## src/rtl/template_feeder_pkg.sv

```systemverilog
// template_feeder_pkg: shared constants, state/wave encodings and arithmetic helpers
// for the template feeder and the matcher it drives.
package template_feeder_pkg;
  localparam int FRAME_LEN   = 256;
  localparam int DIFF_OFFSET = 128;
  localparam logic [7:0] SQR_HI = 8'd255;
  localparam logic [7:0] SQR_LO = 8'd0;
  typedef enum logic [1:0] {IDLE = 2'd0, CLR = 2'd1, RUN = 2'd2} state_t;
  typedef enum logic [1:0] {TRI = 2'd0, SQR = 2'd1, SIN = 2'd2} wave_t;
  // Biased first difference, saturated to the unsigned byte range.
  function automatic logic [7:0] sat_diff(input logic [7:0] cur, input logic [7:0] prev);
    logic signed [9:0] d;
    d = $signed({2'b00, cur}) - $signed({2'b00, prev}) + 10'(DIFF_OFFSET);
    return d < 0 ? 8'd0 : d > 10'sd255 ? 8'd255 : d[7:0];
  endfunction
  function automatic logic [7:0] tri_val(input logic [7:0] k);
    return k[7] ? 8'(9'd510 - {k, 1'b0}) : {k[6:0], 1'b0};
  endfunction
  // Quadrants 1 and 3 read the quarter-wave ROM mirrored (64-m).
  function automatic logic [6:0] sin_index(input logic [7:0] k);
    return k[6] ? 7'd64 - {1'b0, k[5:0]} : {1'b0, k[5:0]};
  endfunction
  // Second half-period sits below mid-scale.
  function automatic logic [7:0] sin_val(input logic [7:0] k, input logic [6:0] q);
    return k[7] ? 8'd128 - {1'b0, q} : 8'd128 + {1'b0, q};
  endfunction
endpackage

```

## src/rtl/template_feeder_sin_quarter_rom.sv

```systemverilog
// sin_quarter_rom: combinational quarter-wave sine table, q = round(127*sin(pi*idx/128)).
// Ports: idx (0..64 table index), q (magnitude 0..127).
module sin_quarter_rom (
  input  logic [6:0] idx,
  output logic [6:0] q
);
  always_comb begin
    q = 7'd0;
    case (idx)
      7'd0:  q = 7'd0;   7'd1:  q = 7'd3;   7'd2:  q = 7'd6;   7'd3:  q = 7'd9;
      7'd4:  q = 7'd12;  7'd5:  q = 7'd16;  7'd6:  q = 7'd19;  7'd7:  q = 7'd22;
      7'd8:  q = 7'd25;  7'd9:  q = 7'd28;  7'd10: q = 7'd31;  7'd11: q = 7'd34;
      7'd12: q = 7'd37;  7'd13: q = 7'd40;  7'd14: q = 7'd43;  7'd15: q = 7'd46;
      7'd16: q = 7'd49;  7'd17: q = 7'd51;  7'd18: q = 7'd54;  7'd19: q = 7'd57;
      7'd20: q = 7'd60;  7'd21: q = 7'd63;  7'd22: q = 7'd65;  7'd23: q = 7'd68;
      7'd24: q = 7'd71;  7'd25: q = 7'd73;  7'd26: q = 7'd76;  7'd27: q = 7'd78;
      7'd28: q = 7'd81;  7'd29: q = 7'd83;  7'd30: q = 7'd85;  7'd31: q = 7'd88;
      7'd32: q = 7'd90;  7'd33: q = 7'd92;  7'd34: q = 7'd94;  7'd35: q = 7'd96;
      7'd36: q = 7'd98;  7'd37: q = 7'd100; 7'd38: q = 7'd102; 7'd39: q = 7'd104;
      7'd40: q = 7'd106; 7'd41: q = 7'd107; 7'd42: q = 7'd109; 7'd43: q = 7'd111;
      7'd44: q = 7'd112; 7'd45: q = 7'd113; 7'd46: q = 7'd115; 7'd47: q = 7'd116;
      7'd48: q = 7'd117; 7'd49: q = 7'd118; 7'd50: q = 7'd120; 7'd51: q = 7'd121;
      7'd52: q = 7'd122; 7'd53: q = 7'd122; 7'd54: q = 7'd123; 7'd55: q = 7'd124;
      7'd56: q = 7'd125; 7'd57: q = 7'd125; 7'd58: q = 7'd126; 7'd59: q = 7'd126;
      7'd60: q = 7'd126; 7'd61: q = 7'd127; 7'd62: q = 7'd127; 7'd63: q = 7'd127;
      7'd64: q = 7'd127;
      default: q = 7'd0;
    endcase
  end
endmodule

```

## src/rtl/template_feeder.sv

```systemverilog
// template_feeder: streams one 256-sample frame with phase-aligned templates to the matcher.
// Ports: clk, rst_n (sync, active low); start, sample_valid, sample_in (frame input);
// busy, frame_done, match_rst_n (control); wave_valid, wave_in, dwave_in and the
// tri/sqr/sin templates plus dtri/dsin derivative templates (matcher bus).
module template_feeder
  import template_feeder_pkg::*;
(
  input  logic       clk,
  input  logic       rst_n,
  input  logic       start,
  input  logic       sample_valid,
  input  logic [7:0] sample_in,
  output logic       busy,
  output logic       frame_done,
  output logic       match_rst_n,
  output logic       wave_valid,
  output logic [7:0] wave_in,
  output logic [7:0] dwave_in,
  output logic [7:0] tri_template,
  output logic [7:0] sqr_template,
  output logic [7:0] sin_template,
  output logic [7:0] dtri_template,
  output logic [7:0] dsin_template
);
  state_t state, state_nx;
  logic [7:0] k, kp, prev_sample;
  logic [6:0] q_cur, q_prv;
  logic accept, last;
  assign accept = state == RUN && sample_valid;
  assign last = k == 8'(FRAME_LEN - 1);
  assign kp = k - 8'd1;
  assign busy = state != IDLE;
  assign match_rst_n = state != CLR;
  sin_quarter_rom u_rom_cur (.idx(sin_index(k)),  .q(q_cur));
  sin_quarter_rom u_rom_prv (.idx(sin_index(kp)), .q(q_prv));
  always_comb begin
    state_nx = state;
    case (state)
      IDLE:    state_nx = start ? CLR : IDLE;
      CLR:     state_nx = RUN;
      RUN:     state_nx = accept && last ? IDLE : RUN;
      default: state_nx = IDLE;
    endcase
  end
  always_ff @(posedge clk) begin
    if (!rst_n) begin
      state         <= IDLE;
      k             <= 8'd0;
      prev_sample   <= 8'd0;
      wave_valid    <= 1'b0;
      frame_done    <= 1'b0;
      wave_in       <= 8'd0;
      dwave_in      <= 8'd0;
      tri_template  <= 8'd0;
      sqr_template  <= 8'd0;
      sin_template  <= 8'd0;
      dtri_template <= 8'd0;
      dsin_template <= 8'd0;
    end else begin
      state      <= state_nx;
      wave_valid <= accept;
      frame_done <= accept && last;
      if (state == CLR) k <= 8'd0;
      if (accept) begin
        k             <= k + 8'd1;
        prev_sample   <= sample_in;
        wave_in       <= sample_in;
        // First sample of a frame has no predecessor: report zero slope.
        dwave_in      <= sat_diff(sample_in, k == 8'd0 ? sample_in : prev_sample);
        tri_template  <= tri_val(k);
        sqr_template  <= k[7] ? SQR_LO : SQR_HI;
        sin_template  <= sin_val(k, q_cur);
        dtri_template <= sat_diff(tri_val(k), tri_val(kp));
        dsin_template <= sat_diff(sin_val(k, q_cur), sin_val(kp, q_prv));
      end
    end
  end
endmodule

```

## config.mk

```make
export PLATFORM = sky130hd
export DESIGN_NAME = template_feeder
export DESIGN_NICKNAME = d
export VERILOG_FILES = /design/src/rtl/template_feeder_pkg.sv /design/src/rtl/template_feeder_sin_quarter_rom.sv /design/src/rtl/template_feeder.sv
export SDC_FILE = /design/constraint.sdc
export NUM_CORES = 1
export LEC_CHECK = 0
export ABC_AREA = 1
export CORE_MARGIN = 1
export CORE_UTILIZATION = 25
export DETAILED_ROUTE_END_ITERATION = 10
export GPL_TIMING_DRIVEN = 0
export PLACE_DENSITY = 0.48
export SYNTH_ARGS = -nofsm -noshare
export SYNTH_HDL_FRONTEND = slang
export SYNTH_HIERARCHICAL = 1
export SYNTH_SLANG_ARGS = --single-unit
export TNS_END_PERCENT = 10
```

## constraint.sdc

```tcl
create_clock -name clk -period 7.2 [get_ports clk]
set_input_delay 0.72 -clock clk [delete_from_list [all_inputs] [get_ports clk]]
set_output_delay 0.72 -clock clk [all_outputs]
set_load 0.02 [all_outputs]
```

# Word level (Yosys, flattened, before mapping)
# Memories as Yosys holds them, arrays and structs flattened.
# Index checks and enable logic that the tools add are counted.
[totals] rom_bits=1792 n_memories=2 output_inout_bits=60 reg_bits=68 latchBits=0 wordCells=64 inputBits=12 ramBits=0
[mem_list] memory="(no name shown)" depth=128 word_bits=7 read_ports=1 rd_clocked_by_memory_dff=0 wr=0 line="template_feeder_sin_quarter_rom.sv:9" rtl="case (idx)"
[mem_list] memory="(no name shown)" depth=128 word_bits=7 read_ports=1 rd_clocked_by_memory_dff=0 wr=0 line="template_feeder_sin_quarter_rom.sv:9"
[op_classes] n_lt_le_gt_ge=6 shift=0 muxes=19 mul=0 n_div=0 add_sub_neg=16 n_reduce_logical=6 bitwise_logic=0 n_eq_ne=4
[op_table] cell="8-bit 2-to-1 mux" n=14
[op_table] cell="9-bit by 9-bit adder with 10-bit output, second input constant" n=3
[op_table] cell="10-bit by 9-bit greater-than comparator with 1-bit output, second input constant" n=3
[op_table] cell="10-bit by 1-bit less-than comparator with 1-bit output, second input constant" n=3
[op_table] cell="8-bit by 8-bit subtractor with 9-bit output" n=3
[op_table] cell="8-bit by 7-bit adder with 8-bit output, first input constant" n=2
[op_table] cell="8-bit by 7-bit subtractor with 8-bit output, first input constant" n=2
[op_table] cell="8-bit subtractor, first input constant" n=2
[op_table] cell="7-bit 2-to-1 mux" n=2
[op_table] cell="7-bit by 6-bit subtractor with 7-bit output, first input constant" n=2
[op_table] cell="8-bit by 1-bit adder with 8-bit output, second input constant" n=1
[op_table] cell="8-bit == test, second input constant" n=1
[op_table] cell="8-bit logical NOT" n=1
[op_table] cell="8-bit by 1-bit subtractor with 8-bit output, second input constant" n=1
[op_table] cell="2-bit case mux with 3 select lines" n=1
[op_table] cell="2-bit nonzero test" n=2
[op_table] cell="2-bit by 1-bit == test with 1-bit output, second input constant" n=1
[op_table] cell="2-bit == test, second input constant" n=1
[op_table] cell="1-bit logical AND" n=2
[op_table] cell="2-bit logical NOT" n=1
[op_table] cell="2-bit 2-to-1 mux" n=1
[op_table] cell="2-bit by 1-bit inequality test with 1-bit output, second input constant" n=1
[op_table] cell="1-bit 2-to-1 mux" n=1

# Depth between registers and ports, before layout
# An unclocked memory read counts as a cell.
[logic_depth] depth_word=11 ltp_mapped=41

# Modules after synthesis
# Netlist, hierarchy kept.
[modules_own_cells] mod="template_feeder" seq_area_each_um2=1201.2 area_per_inst_um2=4478.0 cells_each=660 n_inst=1
[modules_own_cells] mod="sin_quarter_rom" seq_area_each_um2=0.0 area_per_inst_um2=690.7 cells_each=147 n_inst=2

# Worst setup path before layout
# OpenSTA, ideal clock, no wires.
[synth_path] kind="register to register" startpoint="register k[0]" endpoint="register dsin_template[0]" path_slack_ns=2.106 t_required_ns=7.068 setup_ns=0.132 arrival_ns=4.962 stages_incl_launch_ff=37 cell_sequence="dfxtp_1 -> buf_6 -> inv_1 -> ha_1 -> inv_1 -> nor2_1 -> nand2_1 -> nand2_2 -> nor2_1 -> xor2_1 -> inv_1 -> ha_1 -> inv_1 -> nand2_1 -> nand2_1 -> nor2_1 -> nor2_1 -> a21oi_1 -> nand2_1 -> nand2_1 -> inv_1 -> ha_1 -> nand2_1 -> o21ai_1 -> fa_1 -> inv_1 -> nand2_1 -> nand2_1 -> nand3_1 -> nand2_1 -> nand2_1 -> nand2_1 -> a21oi_1 -> ha_1 -> inv_1 -> o211ai_1 -> a21oi_1"
[synth_via] elab_chain_cells=11 elab_cells_between_ends=19
[synth_lines] item="start: declaration" line="template_feeder.sv:26" rtl="logic [7:0] k, kp, prev_sample;"
[synth_lines] item="start signal: assignment" line="template_feeder.sv:65" rtl="k <= k + 8'd1;"
[synth_lines] item="8-bit by 1-bit subtractor with 8-bit output *" line="template_feeder.sv:31" rtl="assign kp = k - 8'd1;"
[synth_lines] item="7-bit by 6-bit subtractor with 7-bit output" line="template_feeder_pkg.sv:21" rtl="return k[6] ? 7'd64 - {1'b0, k[5:0]} : {1'b0, k[5:0]};"
[synth_lines] item="7-bit 2-to-1 mux *" line="template_feeder_pkg.sv:21"
[synth_lines] item="memory 128 x 7 bit *"
[synth_lines] item="via q_prv[0]" line="template_feeder.sv:27" rtl="logic [6:0] q_cur, q_prv;"
[synth_lines] item="8-bit by 7-bit adder with 8-bit output or 8-bit by 7-bit subtractor with 8-bit output (tied branches)" line="template_feeder_pkg.sv:25" rtl="return k[7] ? 8'd128 - {1'b0, q} : 8'd128 + {1'b0, q};"
[synth_lines] item="8-bit 2-to-1 mux *" line="template_feeder_pkg.sv:25"
[synth_lines] item="8-bit by 8-bit subtractor with 9-bit output *" line="template_feeder_pkg.sv:13" rtl="d = $signed({2'b00, cur}) - $signed({2'b00, prev}) + 10'(DIFF_OFFSET);"
[synth_lines] item="9-bit by 9-bit adder with 10-bit output *" line="template_feeder_pkg.sv:13"
[synth_lines] item="10-bit by 9-bit greater-than comparator with 1-bit output" line="template_feeder_pkg.sv:14" rtl="return d < 0 ? 8'd0 : d > 10'sd255 ? 8'd255 : d[7:0];"
[synth_lines] item="8-bit 2-to-1 mux" line="template_feeder_pkg.sv:14"
[synth_lines] item="8-bit 2-to-1 mux *" line="template_feeder_pkg.sv:14"
[synth_lines] item="end signal: assignment" line="template_feeder.sv:74" rtl="dsin_template <= sat_diff(sin_val(k, q_cur), sin_val(kp, q_prv));"
[synth_lines] item="end: declaration" line="template_feeder.sv:23" rtl="output logic [7:0] dsin_template"
# The timed path passes the listed nets; every way through them passes the cells marked *.
# A chain may end at the register's enable or synchronous reset.

# Final worst setup path
# Same ends and word-level chain as after synthesis.

==> flow_summary.toml <==
[die]
die_h_um = 155
core_um2 = 22800
die-area_um2 = 24100
start_util_pct = 25.7
io_pins = 72
num_rows = 55
die_x_um = 155

[critical_path]
timing.critical_path.from_type = "register"
rr_endpoint = "dsin_template[0]"
critical_path.max_stage_delay_ps = 670
path_class = "reg -> reg"
critPathArrivalTime_ps = 6450
cp_slowest_cell = "dfxtp_1"
critPathCaptureType = "register"
cp_top_family = "adder cells"
path_max_fanout = 12
r2r_start = "k[0]"
cp_num_buf_inv = 8
reg2reg_depth = 36
r2r_slack_ps = 950
cp_common_cell = "nand2_1"
cp.required_ps = 7400

[finish]
fillers = 2552
drive_gt1_share_pct = 6.92
final_cell_count_no_fill = 1353
multi_input_comb_area_um2 = 3910
final_core_util_pct = 32.0
regArea_um2 = 1200
diodes = 0
stdcell_area_um2 = 7290
synthToLayoutAreaGrowth_pct = 24.4
nets = 1102

[detailed_routing]
drt_iter0_markers = 301
detail-route-antenna-nets = 0
via_count = 6175
first_pass_iters = 5
wl_per_cell_um = 13.2
drc = 0
wirelength_um = 17800
drt-vias-per-instance = 4.56

[power]
p_sw_share_pct = 34.9
clockPowerShare_pct = 37.7
p_leak_uw = 0.00352
peakVddDrop_mv = 0.114
intPower_uw = 845
p_per_area_nw_per_um2 = 178
p_seq_share_pct = 27.2
power_switching_uw = 453
combPwrFrac_pct = 35.1

[timing]
tightest_slew_ps = 1110
hold_viol = 0
fin_skew_ps = 6.32
min_period_over_period_pct = 86.8
min_period_ps = 6250
rsz0062_at_grt = "no"
fmax_mhz = 160
setup_tns_ps = 0
setup_viol = 0
maxSlewHeadroom_pct = 25.6
drv_slew = 0

[synth]
synth_top_area_share_pct = 20.5
synth_top_flop_cell = "dfxtp_1"
syn-num-nets = 1021
synth_most_common_cell = "nand2_1"
synthTopCellsByCount = "nand2_1, inv_1, a21oi_1, nand3_1"
synth_area_um2 = 5860
yosysWarnings = 6
synth_cell_types = 44
ys_top_cells_by_area = "dfxtp_1, nand2_1, ha_1"
async_reset_ff_share_pct = 0
synth-seq-area-share_pct = 20.5
postSynthCellCount = 954
yosys_register_bits = 60
synth_largest_area_cell = "dfxtp_1"
synth-edff-count = 0
syn_avg_cell_area_um2 = 6.14

[global_route]
grt_max_degree = 13
grt_overflow = 0
grt_first_pass_wirelength_um = 29200
antenna_found_initial = 0
grt_usage_pct = 15.2
grt_pass1_vias = 5870

[place]
place_inst = 1337
port_buffers = 70
gp_congestion = 0.884
placed_area_um2 = 6950
dp_hpwl_um = 13900

[clocking]
clk_latency_ps = 340
postCtsHoldBufs = 0
post_cts_resize_count = 0
cts_tree = "done"
clock_path_buffers = 2
numClockSinks = 60
post_cts_buffers = 0
root_buffer = "clkbuf_16"
cts_max_level = 3
clk_pin_slew_ps = 50
cts_buffers = 9

[min_path]
hold_class = "reg -> reg"
hp-start = "tri_template[3]"
hold_path_depth = 2
whs_endpoint = "tri_template[3]"

[outcome]
status = "finished clean"

[flow_run]
max_cap_violations = 0
-- registers in the layout (all words and copies together), names as in the netlist --
name	count
dsin_template	8
dtri_template	8
dwave_in	8
frame_done	1
k	8
sin_template	8
sqr_template	1
state	2
tri_template	7
wave_in	8
wave_valid	1
-- worst register-to-register path, delay by kind of cell, from the launching register on --
kind	cells	cell delay, ps
xor+xnor	1	640
compound gates	5	660
simple gates	17	1330
flops	1	670
buf+inv	8	1060
fa+ha+maj	5	1780
-- placed cells by master, fill, tap and decap left out, types with 4 or more instances in the layout --
cell,n
a21oi_1,78
a31oi_1,4
buf_2,17
buf_4,14
clkbuf_1,10
clkbuf_16,9
clkdlybuf4s50_1,70
dfxtp_1,60
ha_1,52
inv_1,126
inv_2,6
nand2_1,293
nand3_1,68
nand3b_1,5
nand4_1,6
nor2_1,60
nor3_1,11
o211ai_1,9
o21ai_0,47
o21ai_1,5
o21bai_1,5
xnor2_1,9
xor2_1,30
-- power groups by stage --
stage / sequential (uW) / combinational [uW] / clock (uW)
final: 353 / 455 / 489
after CTS: 353 / 458 / 501
after global routing: 355 / 520 / 514
after floorplan: 372 / 322 / 0
after detailed placement: 360 / 456 / 0
after global placement: 360 / 456 / 0
-- kinds of logic (layout without fill, tap and decap cells) --
logic type | count (synthesis) | count (layout) | synth area share (%)
AOI/OAI and AO/OA | 166 | 166 | 16.0
and+or+nand+nor | 456 | 456 | 32.6
xor gates and xnor gates | 39 | 39 | 5.83
adders and majority gates | 55 | 55 | 12.1
other | 1 | 1 | 0.0640
buffers and inverters | 177 | 263 | 12.9
DFF | 60 | 60 | 20.5
-- how the worst max path moves through the flow --
stage,from,depth (start not counted),slack (ps),end
5_1_grt,k[0],36,240,dsin_template[0]
2_1_floorplan,k[0],36,2110,dsin_template[0]
6_report,k[0],36,950,dsin_template[0]
4_1_cts,k[0],36,900,dsin_template[0]
3_3_place_gp,k[0],36,870,dsin_template[0]
3_5_place_dp,k[0],36,930,dsin_template[0]
-- area by class of cell --
cell class / count / area share (%)
timing repair buffer: 70 / 9.61
clock buffer: 12 / 3.66
buffer: 45 / 3.54
multi-input combinational: 717 / 53.6
sequential: 60 / 16.5
tap: 313 / 5.37
clock inverter: 4 / 0.961
inverter: 132 / 6.80
-- metrics by stage --
| stage | hold slack [ps] | setup WS [ps] | total power (uW) |
|---|---|---|---|
| 2_1_floorplan | 517 | 2110 | 694 |
| 3_3_place_gp | 454 | 874 | 817 |
| 3_5_place_dp | 455 | 931 | 816 |
| 4_1_cts | 463 | 896 | 1310 |
| 5_1_grt | 488 | 239 | 1390 |
| 6_report | 462 | 948 | 1300 |
-- layer usage --
metal  up-vias  part of all wire, %  track usage, %
li1       3201                    -               -
met5         -                    0               0
met1      2842                   49            20.0
met4         0                 0.99            3.49
met3        13                  3.8            2.56
met2       119                   46            25.9
Note: power is estimated with default switching activity, not from simulation.
==> RTL edit (same flow settings) <==
Encoding of `state_t`: now one-hot (3 bits for 3 states).
--- a/src/rtl/template_feeder_pkg.sv
+++ b/src/rtl/template_feeder_pkg.sv
@@ -5,7 +5,7 @@
   localparam int DIFF_OFFSET = 128;
   localparam logic [7:0] SQR_HI = 8'd255;
   localparam logic [7:0] SQR_LO = 8'd0;
-  typedef enum logic [1:0] {IDLE = 2'd0, CLR = 2'd1, RUN = 2'd2} state_t;
+  typedef enum logic [2:0] {IDLE = 3'b001, CLR = 3'b010, RUN = 3'b100} state_t;
   typedef enum logic [1:0] {TRI = 2'd0, SQR = 2'd1, SIN = 2'd2} wave_t;
   // Biased first difference, saturated to the unsigned byte range.
   function automatic logic [7:0] sat_diff(input logic [7:0] cur, input logic [7:0] prev);
Behaviour: no difference found for any inputs over 4 cycles, from zero or initial values and one cycle with rst_n low; so few cycles prove little.
==> RTL edit against the original RTL <==
  * Final area up 0.84%
  * Synthesized area up 2.1%
  * Routed wire length down 1.6%
  * Final cell count up 1.6%
  * Sequential cell count up 1
  * Count of clock-buffer cells in the layout down 2
  * Worst setup slack better by 0.051 ns
  * Non-clock buffer count up 3
  * Global-route usage down 0.53 points
Power is not compared: it rests on default switching activity, and its combinational part moved more than twofold at a synthesized area within 25%.
==> RTL edit: results (changes against the original RTL) <==
Outcome
  – Status: completed

GRT
  – Vias in the first global route: 5,766 (-1.8%)
  – First-pass GRT wire length: 28.81 mm (-1.3%)
  – Largest net degree at the start of global routing: 11 (-2)
  – GRT Overall Usage: 0.1471 (-0.005336)

Routing
  – DRT Pass-1 Iters: 6 (+1)
  – Vias: 6,146 (-0.47%)
  – Via-to-Cell Ratio: 4.473 (-2.0%)
  – Total Wirelength: 17.52 mm (-1.6%)
  – Initial DRC Count: 299 (-0.66%)

Place
  – DPL Wire Length: 14.01 mm (+0.60%)
  – Routability Congestion: 0.8464 (-4.2%)
  – Placed Cells: 1,359 (+1.6%)
  – DP Area: 7083 um2 (+1.9%)

Clock tree
  – Postcts setup bufs: 0 (unchanged)
  – Clock tree buffer depth: 2 (unchanged)

Logic synthesis
  – Cell variety after synth: 47 (+6.8%)
  – Mapped Avg Cell Area: 6.168 um2 (+0.43%)
  – Commonest cells in the netlist: nand2_1, inv_1, nand3_1
  – Sequential-to-total area share from yosys stat: 0.2041 (-0.0008981)
  – Synth top area cells: dfxtp_1, nand2_1, ha_1
  – Syn Nets: 1,034 (+1.3%)

Finish
  – Layout cell share with drive strength beyond 1: 0.07393 (+0.004703)
  – Final #Nets: 1,115 (+1.2%)
  – FILL cells: 2,632 (+3.1%)

Critical path
  – Worst Path Max Fanout: 10 (-2)
  – Worst Path Arrival: 6.40 ns (-0.05 ns)
  – CP max stage delay: 0.65 ns (-0.02 ns)

Timing
  – Clk_skew: 0.005599 ns (-0.0007247 ns)
  – Slew Limit Headroom: 0.3728 (+0.1173)
## RTL edit: cell types whose count changed in the layout (fill, tap and decap cells not counted), moves of 3 or more
cell and change:
inv_1 +3, ha_1 -3, buf_2 -3, xor2_1 -3, buf_6 +3, nand3b_1 -3
nor2_4 +4, or2_2 -3, nand3_1 +13, clkbuf_1 +4
## RTL edit: worst paths after layout
check | start | end | slack [ns] | depth (start not counted)
worst min register to register | dwave_in[4] | dwave_in[4] | 0.46 | 2
worst min-delay path | dwave_in[4] | dwave_in[4] | 0.46 | 2
worst max-delay path | k[0] | dsin_template[1] | 1.0 | 33
worst max register to register | k[0] | dsin_template[1] | 1.0 | 33
## RTL edit: cell type report
class,count,area (um2),area share
plain buffers,48,297.8,0.04052
clock buffers,10,239.0,0.03252
clock inverters,5,27.53,0.003745
inverters,135,509.2,0.06929
multi-input cells,726,3955,0.5381
flip-flops and latches,61,1221,0.1662
well taps,319,399.1,0.05431
repair buffers,70,700.7,0.09534
## RTL edit: logic make-up (layout without fill, tap and decap cells)
logic type / after synthesis / count (layout) / synth area share
xor+xnor: 37 / 37 / 0.05667
other cells: 1 / 1 / 0.0006268
flops: 61 / 61 / 0.2041
compound gates: 165 / 165 / 0.1533
buf+inv: 183 / 268 / 0.1349
simple gates: 471 / 471 / 0.3379
fa+ha+maj: 52 / 52 / 0.1125
## RTL edit: per-stage QoR
step | hold slack, ns | power (mW) | worst slack (ns)
2_1_floorplan | 0.4987 | 0.4128 | 2.061
3_3_place_gp | 0.4529 | 0.4405 | 0.9899
3_5_place_dp | 0.4552 | 0.4397 | 0.9782
4_1_cts | 0.4640 | 0.8339 | 0.9416
5_1_grt | 0.4875 | 0.8610 | 0.2820
6_report | 0.4624 | 0.8236 | 0.9986
## RTL edit: metal layers
layer | up-vias | GRT usage | wire [um]
li1 | 3252 | - | -
met1 | 2769 | 0.1928 | 8515
met2 | 115 | 0.2487 | 8118
met3 | 10 | 0.02575 | 737
met4 | 0 | 0.03408 | 152
met5 | - | 0 | 0
## RTL edit: worst max-delay path: cells and delay by family, from the launching register on
kind | cells | cell delay [ns]
buffers and inverters | 8 | 1.03
XOR/XNOR | 2 | 0.73
AO/OA/AOI/OAI | 3 | 0.47
AND/OR/NAND/NOR | 15 | 1.64
adder cells (fa/ha/maj) | 5 | 1.56
flip-flops | 1 | 0.65
## RTL edit: power groups by stage
stage               clock (mW)  sequential, mW  combinational, mW
floorplan                    0           0.347             0.0653
global placement             0           0.347             0.0933
detailed placement           0           0.347             0.0925
CTS                      0.400           0.340             0.0934
global route             0.414           0.340              0.107
finish                   0.391           0.340             0.0927
